## src/rtl/pipeline_ctrl.sv

```systemverilog
// ---------------------------------------------------------------------------
// pipeline_ctrl
//   Central stall/flush sequencer for the 5-stage RV32I pipeline. It merges
//   these stall and redirect sources:
//     - load-use stall
//     - IF fetch miss
//     - MEM wait
//     - branch/jump redirect
//     - multi-cycle mul/div occupancy
//   From them it produces, for each stage register, a write enable and a
//   bubble/flush control. All outputs are combinational from registered state
//   plus the current inputs, so a stall takes effect in the same cycle.
//
//   The block owns three pieces of state:
//     - the mul/div latency counter, with FSM states RUN / MD_BUSY / MD_HOLD
//     - the stale-fetch discard flag
//     - two saturating performance counters
//
// Parameters
//   MD_LAT  cycles a mul/div occupies EX (>=1; 1 means no stall)
//   CNT_W   width of the performance counters
//
// Ports
//   clk              clock, rising edge
//   rst              synchronous active-low reset
//   hd_stall_i       load-use hazard (ID depends on a load in EX)
//   if_miss_i        IF instruction response not valid yet
//   mem_busy_i       MEM data access outstanding
//   redirect_i       EX resolved a taken branch/jump
//   md_start_i       first cycle of a mul/div in EX
//   pc_write_o       PC write enable
//   if_id_write_o    IF/ID write enable
//   id_ex_write_o    ID/EX write enable
//   ex_mem_write_o   EX/MEM write enable
//   mem_wb_write_o   MEM/WB write enable
//   if_id_flush_o    load NOP into IF/ID
//   id_ex_bubble_o   zero the control fields entering ID/EX
//   ex_mem_bubble_o  load NOP into EX/MEM
//   mem_wb_bubble_o  load NOP into MEM/WB
//   md_done_o        mul/div result valid in EX this cycle
//   stall_cnt_o      cycles with pc_write_o==0 since reset (saturating)
//   flush_cnt_o      accepted redirects since reset (saturating)
// ---------------------------------------------------------------------------
module pipeline_ctrl #(
    parameter int MD_LAT = 4,
    parameter int CNT_W  = 32
) (
    input  logic             clk,
    input  logic             rst,
    input  logic             hd_stall_i,
    input  logic             if_miss_i,
    input  logic             mem_busy_i,
    input  logic             redirect_i,
    input  logic             md_start_i,
    output logic             pc_write_o,
    output logic             if_id_write_o,
    output logic             id_ex_write_o,
    output logic             ex_mem_write_o,
    output logic             mem_wb_write_o,
    output logic             if_id_flush_o,
    output logic             id_ex_bubble_o,
    output logic             ex_mem_bubble_o,
    output logic             mem_wb_bubble_o,
    output logic             md_done_o,
    output logic [CNT_W-1:0] stall_cnt_o,
    output logic [CNT_W-1:0] flush_cnt_o
);

    // The counter holds the number of stall cycles left after the current
    // one, so its largest value is MD_LAT-2.
    localparam int               MD_CW    = (MD_LAT > 2) ? $clog2(MD_LAT - 1) : 1;
    localparam bit               MD_MULTI = (MD_LAT > 1);
    localparam logic [MD_CW-1:0] MD_INIT  = MD_MULTI ? MD_CW'(MD_LAT - 2) : '0;

    typedef enum logic [1:0] {
        S_RUN,
        S_MD_BUSY,
        S_MD_HOLD
    } state_t;

    state_t             state_q, state_d;
    logic [MD_CW-1:0]   md_cnt_q, md_cnt_d;
    logic               drop_q, drop_d;
    logic [CNT_W-1:0]   stall_cnt_q, stall_cnt_d;
    logic [CNT_W-1:0]   flush_cnt_q, flush_cnt_d;
    logic               md_stall;
    logic               redirect_take;

    function automatic logic [CNT_W-1:0] sat_inc(input logic [CNT_W-1:0] v);
        return (&v) ? v : v + CNT_W'(1);
    endfunction

    always_comb begin
        pc_write_o      = 1'b1;
        if_id_write_o   = 1'b1;
        id_ex_write_o   = 1'b1;
        ex_mem_write_o  = 1'b1;
        mem_wb_write_o  = 1'b1;
        if_id_flush_o   = 1'b0;
        id_ex_bubble_o  = 1'b0;
        ex_mem_bubble_o = 1'b0;
        mem_wb_bubble_o = 1'b0;
        md_done_o       = 1'b0;
        state_d         = state_q;
        md_cnt_d        = md_cnt_q;
        drop_d          = drop_q;
        stall_cnt_d     = stall_cnt_q;
        flush_cnt_d     = flush_cnt_q;
        redirect_take   = 1'b0;

        case (state_q)
            S_RUN:     md_done_o = !MD_MULTI && md_start_i;
            S_MD_BUSY: md_done_o = (md_cnt_q == '0);
            S_MD_HOLD: md_done_o = 1'b1;
            default:   md_done_o = 1'b0;
        endcase

        md_stall = (state_q == S_MD_BUSY && md_cnt_q != '0) ||
                   (state_q == S_RUN && md_start_i && MD_MULTI);

        // The stale-word discard sits below redirect and above the hazard
        // stall. While the flag is set, ID holds only flushed NOPs, so a
        // load-use hazard cannot coincide with it. While MEM or mul/div
        // freezes the front end, the discard simply waits.
        if (mem_busy_i) begin
            pc_write_o      = 1'b0;
            if_id_write_o   = 1'b0;
            id_ex_write_o   = 1'b0;
            ex_mem_write_o  = 1'b0;
            mem_wb_bubble_o = 1'b1;
        end else if (md_stall) begin
            pc_write_o      = 1'b0;
            if_id_write_o   = 1'b0;
            id_ex_write_o   = 1'b0;
            ex_mem_bubble_o = 1'b1;
        end else if (redirect_i) begin
            if_id_flush_o  = 1'b1;
            id_ex_bubble_o = 1'b1;
            redirect_take  = 1'b1;
            // A fetch still in flight belongs to the wrong path. A word that
            // arrives now is flushed here, so the flag only tracks a pending
            // miss.
            drop_d         = if_miss_i;
        end else if (drop_q && !if_miss_i) begin
            if_id_flush_o = 1'b1;
            drop_d        = 1'b0;
        end else if (hd_stall_i) begin
            pc_write_o     = 1'b0;
            if_id_write_o  = 1'b0;
            id_ex_bubble_o = 1'b1;
        end else if (if_miss_i) begin
            pc_write_o    = 1'b0;
            if_id_flush_o = 1'b1;
        end

        case (state_q)
            S_RUN: begin
                if (MD_MULTI && md_start_i && !mem_busy_i) begin
                    state_d  = S_MD_BUSY;
                    md_cnt_d = MD_INIT;
                end
            end
            S_MD_BUSY: begin
                // The latency counter keeps running under a MEM stall; only
                // the release back to RUN waits for MEM.
                if (md_cnt_q != '0) begin
                    md_cnt_d = md_cnt_q - MD_CW'(1);
                end else begin
                    state_d = mem_busy_i ? S_MD_HOLD : S_RUN;
                end
            end
            S_MD_HOLD: begin
                if (!mem_busy_i) begin
                    state_d = S_RUN;
                end
            end
            default: state_d = S_RUN;
        endcase

        if (!pc_write_o) begin
            stall_cnt_d = sat_inc(stall_cnt_q);
        end
        if (redirect_take) begin
            flush_cnt_d = sat_inc(flush_cnt_q);
        end

        if (!rst) begin
            pc_write_o      = 1'b0;
            if_id_write_o   = 1'b0;
            id_ex_write_o   = 1'b0;
            ex_mem_write_o  = 1'b0;
            mem_wb_write_o  = 1'b0;
            if_id_flush_o   = 1'b1;
            id_ex_bubble_o  = 1'b1;
            ex_mem_bubble_o = 1'b1;
            mem_wb_bubble_o = 1'b1;
            md_done_o       = 1'b0;
        end
    end

    always_ff @(posedge clk) begin
        if (!rst) begin
            state_q     <= S_RUN;
            md_cnt_q    <= '0;
            drop_q      <= 1'b0;
            stall_cnt_q <= '0;
            flush_cnt_q <= '0;
        end else begin
            state_q     <= state_d;
            md_cnt_q    <= md_cnt_d;
            drop_q      <= drop_d;
            stall_cnt_q <= stall_cnt_d;
            flush_cnt_q <= flush_cnt_d;
        end
    end

    assign stall_cnt_o = stall_cnt_q;
    assign flush_cnt_o = flush_cnt_q;

endmodule

```

## config.mk

```make
export PLATFORM = sky130hd
export DESIGN_NAME = pipeline_ctrl
export DESIGN_NICKNAME = d
export VERILOG_FILES = /design/src/rtl/pipeline_ctrl.sv
export SDC_FILE = /design/constraint.sdc
export NUM_CORES = 1
export LEC_CHECK = 0
export ABC_CLOCK_PERIOD_IN_PS = 4300
export BUFFER_PORTS_ARGS = -buffer_cell sky130_fd_sc_hd__buf_4
export CORE_MARGIN = 2
export CORE_UTILIZATION = 40
export CTS_CLUSTER_DIAMETER = 200
export CTS_CLUSTER_SIZE = 28
export DETAILED_ROUTE_END_ITERATION = 12
export GPL_TIMING_DRIVEN = 0
export SLEW_MARGIN = 25
export SYNTH_ARGS = -nofsm -noshare
export SYNTH_HDL_FRONTEND = slang
export SYNTH_SLANG_ARGS = --single-unit
```

## constraint.sdc

```tcl
create_clock -name clk -period 4.3 [get_ports clk]
set_input_delay 0.43 -clock clk [delete_from_list [all_inputs] [get_ports clk]]
set_output_delay 0.43 -clock clk [all_outputs]
set_load 0.01 [all_outputs]
```

# Word-level counts from Yosys, hierarchy flattened
# Index checks and enable logic that the tools add are counted.
[classes]
bitwise_logic = 5
n_reduce_logical = 19
eq_ne = 6
n_mux = 52
add_sub_neg = 3
[op_table]
columns = ["op", "count"]
rows = [
  ["32-bit by 1-bit adder with 32-bit output (second input constant)", 2],
  ["32-bit AND reduction", 2],
  ["1-bit two-way mux", 43],
  ["2-bit two-way mux", 6],
  ["3-bit AND reduction", 3],
  ["2-bit one-hot mux with 3 select lines", 1],
  ["2-bit nonzero test", 3],
  ["1-bit inverter", 5],
  ["1-bit logical AND", 4],
  ["2-bit zero test", 2],
  ["2-bit by 1-bit != test with 1-bit output (second input constant)", 2],
  ["2-bit != test (second input constant)", 2],
  ["2-bit one-hot mux with 2 select lines", 1],
  ["2-bit AND reduction", 2],
  ["2-bit by 1-bit == test with 1-bit output (second input constant)", 1],
  ["2-bit == test (second input constant)", 1],
  ["1-bit zero test", 2],
  ["1-bit one-hot mux with 2 select lines", 1],
  ["2-bit by 1-bit subtractor with 2-bit output (second input constant)", 1],
  ["1-bit logical OR", 1],
]
[totals]
in_bits = 7
regBits = 69
output_inout_bits = 74
word_cells = 90

# Longest topological paths before layout
# Gate-level depths: netlist of run 1.
[logic_depth]
depth_word = 8
mapped_depth = 9
depth_no_buf = 7

# Worst setup path before layout of run 1
# OpenSTA, ideal clock, no wires.
[synth_timing]
kind = "reg-to-reg"
startpoint = "register flush_cnt_q[8], in the netlist flush_cnt_o[8]"
endpoint = "register flush_cnt_q[30], in the netlist flush_cnt_o[30]"
slack_ns = 2.103
required_ns = 4.230
period_less_slack_ns = 2.197
setup_ns = 0.070
path_stages_with_launch = 6
arrival_ns = 2.127
n_path_buf = 0
cell_sequence = "dfxtp_1 > nand4_2 > or3_1 > or4_4 > or4_1 > a21oi_1"
[synth_via]
elab_chain_cells = 3
elab_cells_between_ends = 4
classes_between = "add/sub (1); bitwise (1); reduce/logical (2)"
[synth_lines]
columns = ["element", "line_no", "rtl"]
rows = [
  ["from (decl)", "85", "logic [CNT_W-1:0] flush_cnt_q, flush_cnt_d;"],
  ["from (signal assigned)", "213", "flush_cnt_q <= flush_cnt_d;"],
  ["parallel branches: the longest is 3 deep, another holds 32-bit by 1-bit adder with 32-bit output", "n/a", ""],
]
# Several ways; the timed one is not identified.
# A chain may end at the register's enable or synchronous reset.

# Final worst setup path of run 1
[layout_timing]
startpoint = "register md_cnt_q[0]"
endpoint = "output port id_ex_bubble_o"
[layout_via]
elab_chain_cells = 6
[layout_lines]
columns = ["element", "line_no", "rtl"]
rows = [
  ["from (decl)", "82", "logic [MD_CW-1:0] md_cnt_q, md_cnt_d;"],
  ["from (signal assigned)", "210", "md_cnt_q <= md_cnt_d;"],
  ["2-bit nonzero test", "118", "md_stall = (state_q == S_MD_BUSY && md_cnt_q != '0) ||"],
  ["1-bit logical AND", "118", ""],
  ["1-bit logical OR", "118", ""],
  ["1-bit two-way mux", "131", "end else if (md_stall) begin"],
  ["1-bit two-way mux", "125", "if (mem_busy_i) begin"],
  ["1-bit two-way mux", "187", "if (!rst) begin"],
  ["to (decl)", "61", "output logic id_ex_bubble_o,"],
]
# No other way between the ends.

==> key figures, run 1 <==
Clock network
  – H-tree levels: 3
  – Clk slew on worst S/H paths: 0.07 ns
  – CTS tree: yes
  – CTS Sinks: ~70
  – CTS Buf Count: 9
  – Worst-Skew Late Latency: 0.36 ns
  – Post-CTS Setup Repair Bufs: 0
  – Post-CTS Resized: 0
  – Max clock buf depth: 2
  – Hold buffers post-CTS: 0
  – Clk root buf: clkbuf_8

Setup path
  – R2R depth: 6
  – Kind of critical path: reg -> out
  – Cell Chain, Critical Path: inv_1 -> ha_1 -> nand2b_1 -> nand3b_1 -> clkbuf_1 -> o21ai_0 -> buf_4
  – Worst Setup Start Kind: register
  – Reg2Reg Setup Slack: 1.58 ns
  – Worst path bufs/invs: 3
  – Critical path endpoint category: output pin
  – RR Startpoint: stall_cnt_o[4]
  – WP depth: 7
  – WP data required: 3.87 ns
  – Dominant delay contributor by cell family on the critical path: buffers and inverters
  – Crit path DAT: 2.38 ns
  – Top fanout value on the critical path: 10
  – Reg2reg end: stall_cnt_o[1]
  – Crit-path max cell delay: 0.44 ns
  – Slowest CP cell: clkbuf_1

Worst hold path
  – Worst hold start: if_miss_i
  – Worst hold path type: in -> reg
  – WHS Endpoint: drop_q
  – Hold depth: 3

Yosys
  – Mean Syn Cell Area: just under 8 um2
  – Top-area cell type share of the netlist area: 0.364
  – Asr flop ratio synth: 0
  – Primary FF master, synth: dfxtp_1
  – Synth Instances: 477
  – Ranking of synthesized cells by area: dfxtp_1 (36%), a21oi_1 (6.7%), or4_1 (4.9%)
  – Synth area leader: dfxtp_1
  – Cell variety after synth: 46
  – Synth warn: 0
  – Number of synthesized flops with an enable pin: 0
  – Syn_nets: 492
  – Synth Cell Area: 3790 um2
  – Number of synthesized register bits: 69
  – Seq/Total Area, Yosys: 0.364
  – Synth top cells by count: dfxtp_1 (69), a21oi_1 (51), nand2_1 (39), o21ai_0 (27), nor2_1 (26)
  – Most frequent cell after synthesis: dfxtp_1

Floorplan
  – Site Rows: 35
  – Die Wd: 101 um
  – Core ar.: 9240 um2
  – Die footprint: 10300 um2
  – I/O pin cnt: 81
  – Die Height: 101 um
  – Starting Density: 0.410

Power
  – PD cells: 282 nW/um2
  – Leak: 1.60 nW
  – Peak VDD IR: 0.158 mV

Timing
  – Setup TNS: 0 ns
  – Final Hold Viols: 0
  – Final period utilization: 0.654
  – FMAX: 356 MHz
  – RSZ-0062 raised after global routing: false
  – Worst-Margin Slew: 0.822 ns
  – Clock skew: 0.00814 ns
  – Max Transition Viols Final: 0
  – Max_slew headroom: 0.449
  – Setup violators final: 0
  – Fin crit period: approximately 2.8 ns
  – Min Hold Slack: 0.361 ns

Route
  – Top Metal Used: met4
  – Post-route ant nets: 0
  – Detailed-route DRC error count: 0
  – DR pass1 iterations: 4
  – Total number of vias: approximately 4000
  – M1 WL: around 5200 um
  – Met2 wire len: roughly 5300 um
  – WL final: 11200 um
  – Routed WL per cell: 15.9 um
  – Via density: 5.69
  – Met3 routed WL: approximately 580 um
  – DRT iter0 DRCs: 178

Finish
  – Fin nets: 583
  – Layout cells sized above 1: 0.192
  – Area delta synth->final: 25.1%
  – Diodes inserted: 0

Placement
  – HPWL Detailed: about 8000 um
  – GPL Wtd Cong: ~0.84
  – Port Buf Inserts: 80

Global route
  – Antenna violations before repair: 0
  – GR Overflow Total: 0
  – Total GRT Usage: 0.220
  – Vias in the first global route: 3643
  – Largest net degree at the start of global routing: 12
  – First-pass GRT wire length: 18000 um

Run
  – Max-cap violation count: 0

Status
  – Status: completed
-- flip-flops by register name, summed over array words and instances, names as in the netlist --
name,flops
flush_cnt_o,32
stall_cnt_o,32
md_cnt_q,2
state_q,2
drop_q,1
-- cells in the final DEF, fill, tap and decap left out, drive strengths merged, types with 2 or more instances in the layout --
cell	n
nor3b	3
clkinv	4
dfxtp	69
a21oi	51
and2	3
xnor2	3
nor3	7
o41ai	2
a21boi	2
o2111ai	4
o211ai	6
a211oi	2
nand2b	12
o31a	2
nand4	23
nor2b	3
clkbuf	28
o21ai	36
ha	8
o21a	5
nor2	26
nand3b	2
mux2i	11
nand2	39
o31ai	22
or3	23
nor4	14
or4	26
and4	2
and3	3
buf	86
inv	17
nand3	22
-- power breakdown --
part | internal, W | switching [W] | leakage (nW)
combinational | 0.0000549 | 0.0000864 | 0.939
clock | 0.000280 | 0.000260 | 0.103
sequential | 0.000649 | 0.0000102 | 0.557
total | 0.000984 | 0.000356 | 1.60
-- area by class of cell --
cell class	count	area, um2
Clock inverter	5	50.0
Clock buffer	11	141
Buffer	23	105
Fill cell	938	4490
Timing Repair Buffer	80	601
Sequential cell	69	1380
Tap cell	129	161
Multi-Input combinational cell	368	2240
Inverter	17	63.8
-- routing by layer --
layer / vias to the layer above / track usage
met1: 1890 / 0.292
met5: - / 0
met3: 15 / 0.0400
li1: 1984 / -
met2: 102 / 0.362
met4: 0 / 0.0728
-- stage by stage --
step / instances / utilization / area, um2 / setup WS, ns / total power [W]
3_3_place_gp: 686 / 0.493 / 4550 / 1.68 / 0.000813
4_1_cts: 702 / 0.514 / 4750 / 1.46 / 0.00135
5_1_grt: 702 / 0.514 / 4750 / 1.29 / 0.00140
6_report: 702 / 0.514 / 4750 / 1.49 / 0.00134
3_5_place_dp: 686 / 0.493 / 4550 / 1.62 / 0.000816
2_1_floorplan: 477 / - / 3790 / 2.10 / 0.000763
-- worst register-to-register path: cells and delay by family (launching register included) --
kind,cells,cell delay (ns)
simple gates,4,1.73
buf+inv,1,0.38
flops,1,0.44
compound gates,1,0.05
-- logic make-up (layout without fill, tap and decap cells) --
kind of cell | count (synthesis) | in the layout | share of synthesized area
simple gates | 210 | 210 | 0.313
fa+ha+maj | 8 | 8 | 0.0264
flops | 69 | 69 | 0.364
xor+xnor | 3 | 3 | 0.00693
compound gates | 136 | 136 | 0.215
mux | 11 | 11 | 0.0290
buf+inv | 40 | 136 | 0.0445
-- worst max-delay path by stage --
stage | end | start | slack (ns)
after global routing | if_id_flush_o | md_cnt_q[0] | 1.29
after floorplan | flush_cnt_o[30] | flush_cnt_o[8] | 2.10
after CTS | id_ex_bubble_o | md_cnt_q[0] | 1.46
after detailed placement | stall_cnt_o[1] | stall_cnt_o[6] | 1.62
final | id_ex_bubble_o | md_cnt_q[0] | 1.49
after global placement | stall_cnt_o[1] | stall_cnt_o[4] | 1.68
Note: power is estimated with default switching activity, not from simulation.
==> inputs of run 2 (changes only) <==
--- a/config.mk
+++ b/config.mk
@@ -5,7 +5,8 @@
 export SDC_FILE = /design/constraint.sdc
 export NUM_CORES = 1
 export LEC_CHECK = 0
-export ABC_CLOCK_PERIOD_IN_PS = 4300
+export ABC_AREA = 1
+export ABC_CLOCK_PERIOD_IN_PS = 2500
 export BUFFER_PORTS_ARGS = -buffer_cell sky130_fd_sc_hd__buf_4
 export CORE_MARGIN = 2
 export CORE_UTILIZATION = 40
==> constraint.sdc (replaced) <==
create_clock -name clk -period 2.5 [get_ports clk]
set_input_delay 0.25 -clock clk [delete_from_list [all_inputs] [get_ports clk]]
set_output_delay 0.25 -clock clk [all_outputs]
set_load 0.01 [all_outputs]
==> run 2 against run 1 <==
Hold slack lost 0.18 ns. Critical path depth grew 2. Sequential cell count unchanged. Non-clock buffer count shrank 2. Routed wire length increased by 14%. Power up 120%. Synthesized cell count is 51% higher. First-iteration DRC count increased by 52%. Critical endpoint is now pc_write_o.
==> key figures, run 2 <==
Yosys
  – Synth top cells by count: nand2_1 (195), nor2_1 (163), dfxtp_1 (69), inv_1 (65)
  – Ranking of synthesized cells by area: dfxtp_1 (31%), nand2_1 (16%), nor2_1 (14%)
  – Synth area leader: dfxtp_1
  – Most frequent cell after synthesis: nand2_1
  – Synth Cell Area: 4490 um2 (+18%)
  – Seq/Total Area, Yosys: 0.308 (-0.0563)
  – Post-Synth Adder-Cell Area: 0.0223 (-0.00408)
  – Asr flop ratio synth: 0 (unchanged)
  – Synth warn: 0 (unchanged)
  – Top-area cell type share of the netlist area: 0.308 (-0.0563)
  – Post-Synth Simple-Gate Area: 0.493 (+0.179)
  – Number of synthesized register bits: 69 (unchanged)
  – Primary FF master, synth: dfxtp_1
  – Synth Instances: 721 (+51%)
  – Number of synthesized flops with an enable pin: 0 (unchanged)
  – Main combinational cell family by area after synthesis: simple AND/OR/NAND/NOR gates
  – Cell variety after synth: 34 (-26%)
  – Post-synthesis mux area share: 0 (-0.0290)
  – Compound-Gate Fraction of Synth Area: 0.0792 (-0.136)
  – Mean Syn Cell Area: 6.22 um2 (-22%)
  – Post-Synth XOR/XNOR Area: 0.00391 (-0.00302)
  – Syn_nets: 736 (+50%)

Clock network
  – CTS Sinks: 69 (unchanged)
  – CTS Buf Count: 9 (unchanged)
  – Clk slew on worst S/H paths: 0.08 ns (about the same)
  – CTS tree: yes
  – Worst-Skew Late Latency: 0.35 ns (about the same)
  – H-tree levels: 3 (unchanged)
  – Clk root buf: clkbuf_8
  – Post-CTS Setup Repair Bufs: 0 (unchanged)
  – Max clock buf depth: 2 (unchanged)

Global route
  – First-pass GRT wire length: 21000 um (+17%)
  – Antenna violations before repair: 0 (unchanged)
  – Largest net degree at the start of global routing: 13 (+1)
  – Vias in the first global route: 4363 (+20%)
  – GR Overflow Total: 0 (unchanged)
  – Total GRT Usage: 0.222 (+0.00201)

Route
  – WL final: 12800 um (+14%)
  – DR pass1 iterations: 5 (+1)
  – Detailed-route DRC error count: 0 (unchanged)
  – Post-route ant nets: 0 (unchanged)
  – Routed WL per cell: 13.4 um (-16%)
  – Via density: 4.98 (-12%)
  – Total number of vias: 4770 (+20%)
  – DRT iter0 DRCs: 271 (+52%)

Floorplan
  – I/O pin cnt: 81 (unchanged)
  – Die footprint: 12100 um2 (+18%)
  – Site Rows: 38 (+8.6%)
  – Die Wd: 110 um (+8.4%)
  – Core ar.: 10900 um2 (+18%)
  – Starting Density: 0.412 (+0.00155)
  – Die Height: 110 um (+8.4%)

Setup path
  – Reg2Reg Setup Slack: 0.40 ns (-1.18 ns)
  – RR Startpoint: state_q[0]
  – Crit-path max cell delay: 0.38 ns (-0.06 ns)
  – Critical path endpoint category: output pin
  – Kind of critical path: reg -> out
  – Slowest CP cell: dfxtp_1
  – Worst Setup Start Kind: register
  – Top fanout value on the critical path: 10 (unchanged)
  – Reg2reg end: flush_cnt_o[17]
  – WP data required: 2.25 ns (-1.62 ns)
  – R2R depth: 9 (+3)
  – Crit path DAT: 2.04 ns (-0.34 ns)
  – Cell Chain, Critical Path: inv_1 -> ha_1 -> nand2_1 -> nand2_1 -> nor2_2 -> nand2_2 -> buf_4 -> nor2_1 -> buf_4

Finish
  – Fin nets: 827 (+42%)
  – FF/Latch Area: 1380 um2 (unchanged)
  – Area occupied by multi-input gates: 2690 um2 (+20%)
  – Most common cell after layout, fill and taps aside: nand2_1
  – Diodes inserted: 0 (unchanged)
  – Area delta synth->final: 23.4%
  – Final Cell Area: 5540 um2 (+17%)
  – Commonest cells after routing, fill and taps aside: nand2_1 (195), nor2_1 (162), buf_4 (84)
  – Layout cells sized above 1: 0.206 (+0.0137)
  – Filler Cell Count: 1131 (+21%)

Timing
  – Setup TNS: 0 ns (unchanged)
  – Final period utilization: 0.915
  – Max_slew headroom: 0.577 (+0.128)
  – Worst-Margin Slew: 0.635 ns (-0.187 ns)
  – Clock skew: 0.00689 ns (-0.00125 ns)
  – Max Transition Viols Final: 0 (unchanged)
  – Setup violators final: 0 (unchanged)
  – FMAX: 437 MHz
  – Fin crit period: approximately 2.3 ns
  – RSZ-0062 raised after global routing: false
  – Final Hold Viols: 0 (unchanged)

Power
  – Total power: 0.00291 W (+120%)
  – Leak: 2.29 nW (+43%)
  – Peak VDD IR: 0.471 mV (+200%)
  – PD cells: 526 nW/um2 (+86%)

Worst hold path
  – WHS Endpoint: drop_q
  – Worst hold start: if_miss_i
  – Worst hold path type: in -> reg
  – Hold depth: 3 (unchanged)

Placement
  – HPWL Detailed: 9710 um (+22%)
  – Port Buf Inserts: 80 (unchanged)
  – Area after DPL: 5260 um2 (+16%)
  – GPL Wtd Cong: 0.903 (+7.3%)

Status
  – Status: completed

Run
  – Max-cap violation count: 0 (unchanged)
-- run 2: cell count changes in the layout (fill, tap and decap cells not counted), sizes merged, moves of 14 or more --
cell    delta
clkbuf    -15
inv       +52
nand2    +168
nand3     +41
nor2     +154
nor4      -14
o21ai     -25
o31ai     -22
or3       -23
or4       -26
-- run 2: power breakdown --
group	internal (W)	switching [W]	total [W]
sequential	0.00114	0.0000357	0.00118
combinational	0.000183	0.000295	0.000478
clock	0.000791	0.000462	0.00125
total	0.00212	0.000793	0.00291
-- run 2: repair_timing --
item                       4_1_cts  5_1_grt
hold buffers                     0        0
gates resized for setup          0        1
setup endpoints to repair        0        1
-- run 2: worst max path at each step --
stage	from	endpoint	slack, ns	cells after the start
6_report	state_q[0]	pc_write_o	0.21	9
2_1_floorplan	state_q[0]	flush_cnt_o[25]	0.80	9
3_3_place_gp	state_q[0]	flush_cnt_o[27]	0.45	9
3_5_place_dp	state_q[0]	flush_cnt_o[17]	0.39	9
5_1_grt	state_q[0]	pc_write_o	0.06	9
4_1_cts	state_q[0]	pc_write_o	0.14	9
-- run 2: cells by family (layout without fill, tap and decap cells) --
group	after synthesis	count (layout)
AO/OA/AOI/OAI	67	67
XOR/XNOR	2	2
flip-flops	69	69
adder cells (fa/ha/maj)	8	8
buffers and inverters	92	188
AND/OR/NAND/NOR	483	483
-- run 2: area by class of cell --
type,count,share of cell area
multi-input combinational,560,0.485
sequential,69,0.250
timing repair buffer,80,0.108
inverter,71,0.0481
tap,140,0.0316
buffer,21,0.0280
clock buffer,10,0.0249
clock inverter,6,0.0242
-- run 2: layer usage --
metal	track usage	share of wire	up-vias
li1	-	-	2485
met1	0.304	0.49	2157
met2	0.353	0.45	116
met3	0.0439	0.052	12
met4	0.0642	0.0091	0
met5	0	0	-
-- run 2: worst max-delay path, delay by kind of cell, from the launching register on --
kind	cells	cell delay, ns
and+or+nand+nor	5	0.63
adders and majority gates	1	0.23
DFF	1	0.38
buffers and inverters	3	0.45
-- run 2: metrics by stage --
| step | utilization | hold slack, ns | std cells | setup slack, ns |
|---|---|---|---|---|
| 3_3_place_gp | 0.483 | 0.450 | 941 | 0.454 |
| 5_1_grt | 0.508 | 0.189 | 957 | 0.0579 |
| 2_1_floorplan | - | 0.398 | 721 | 0.799 |
| 3_5_place_dp | 0.483 | 0.452 | 941 | 0.393 |
| 4_1_cts | 0.508 | 0.167 | 957 | 0.137 |
| 6_report | 0.508 | 0.179 | 957 | 0.211 |
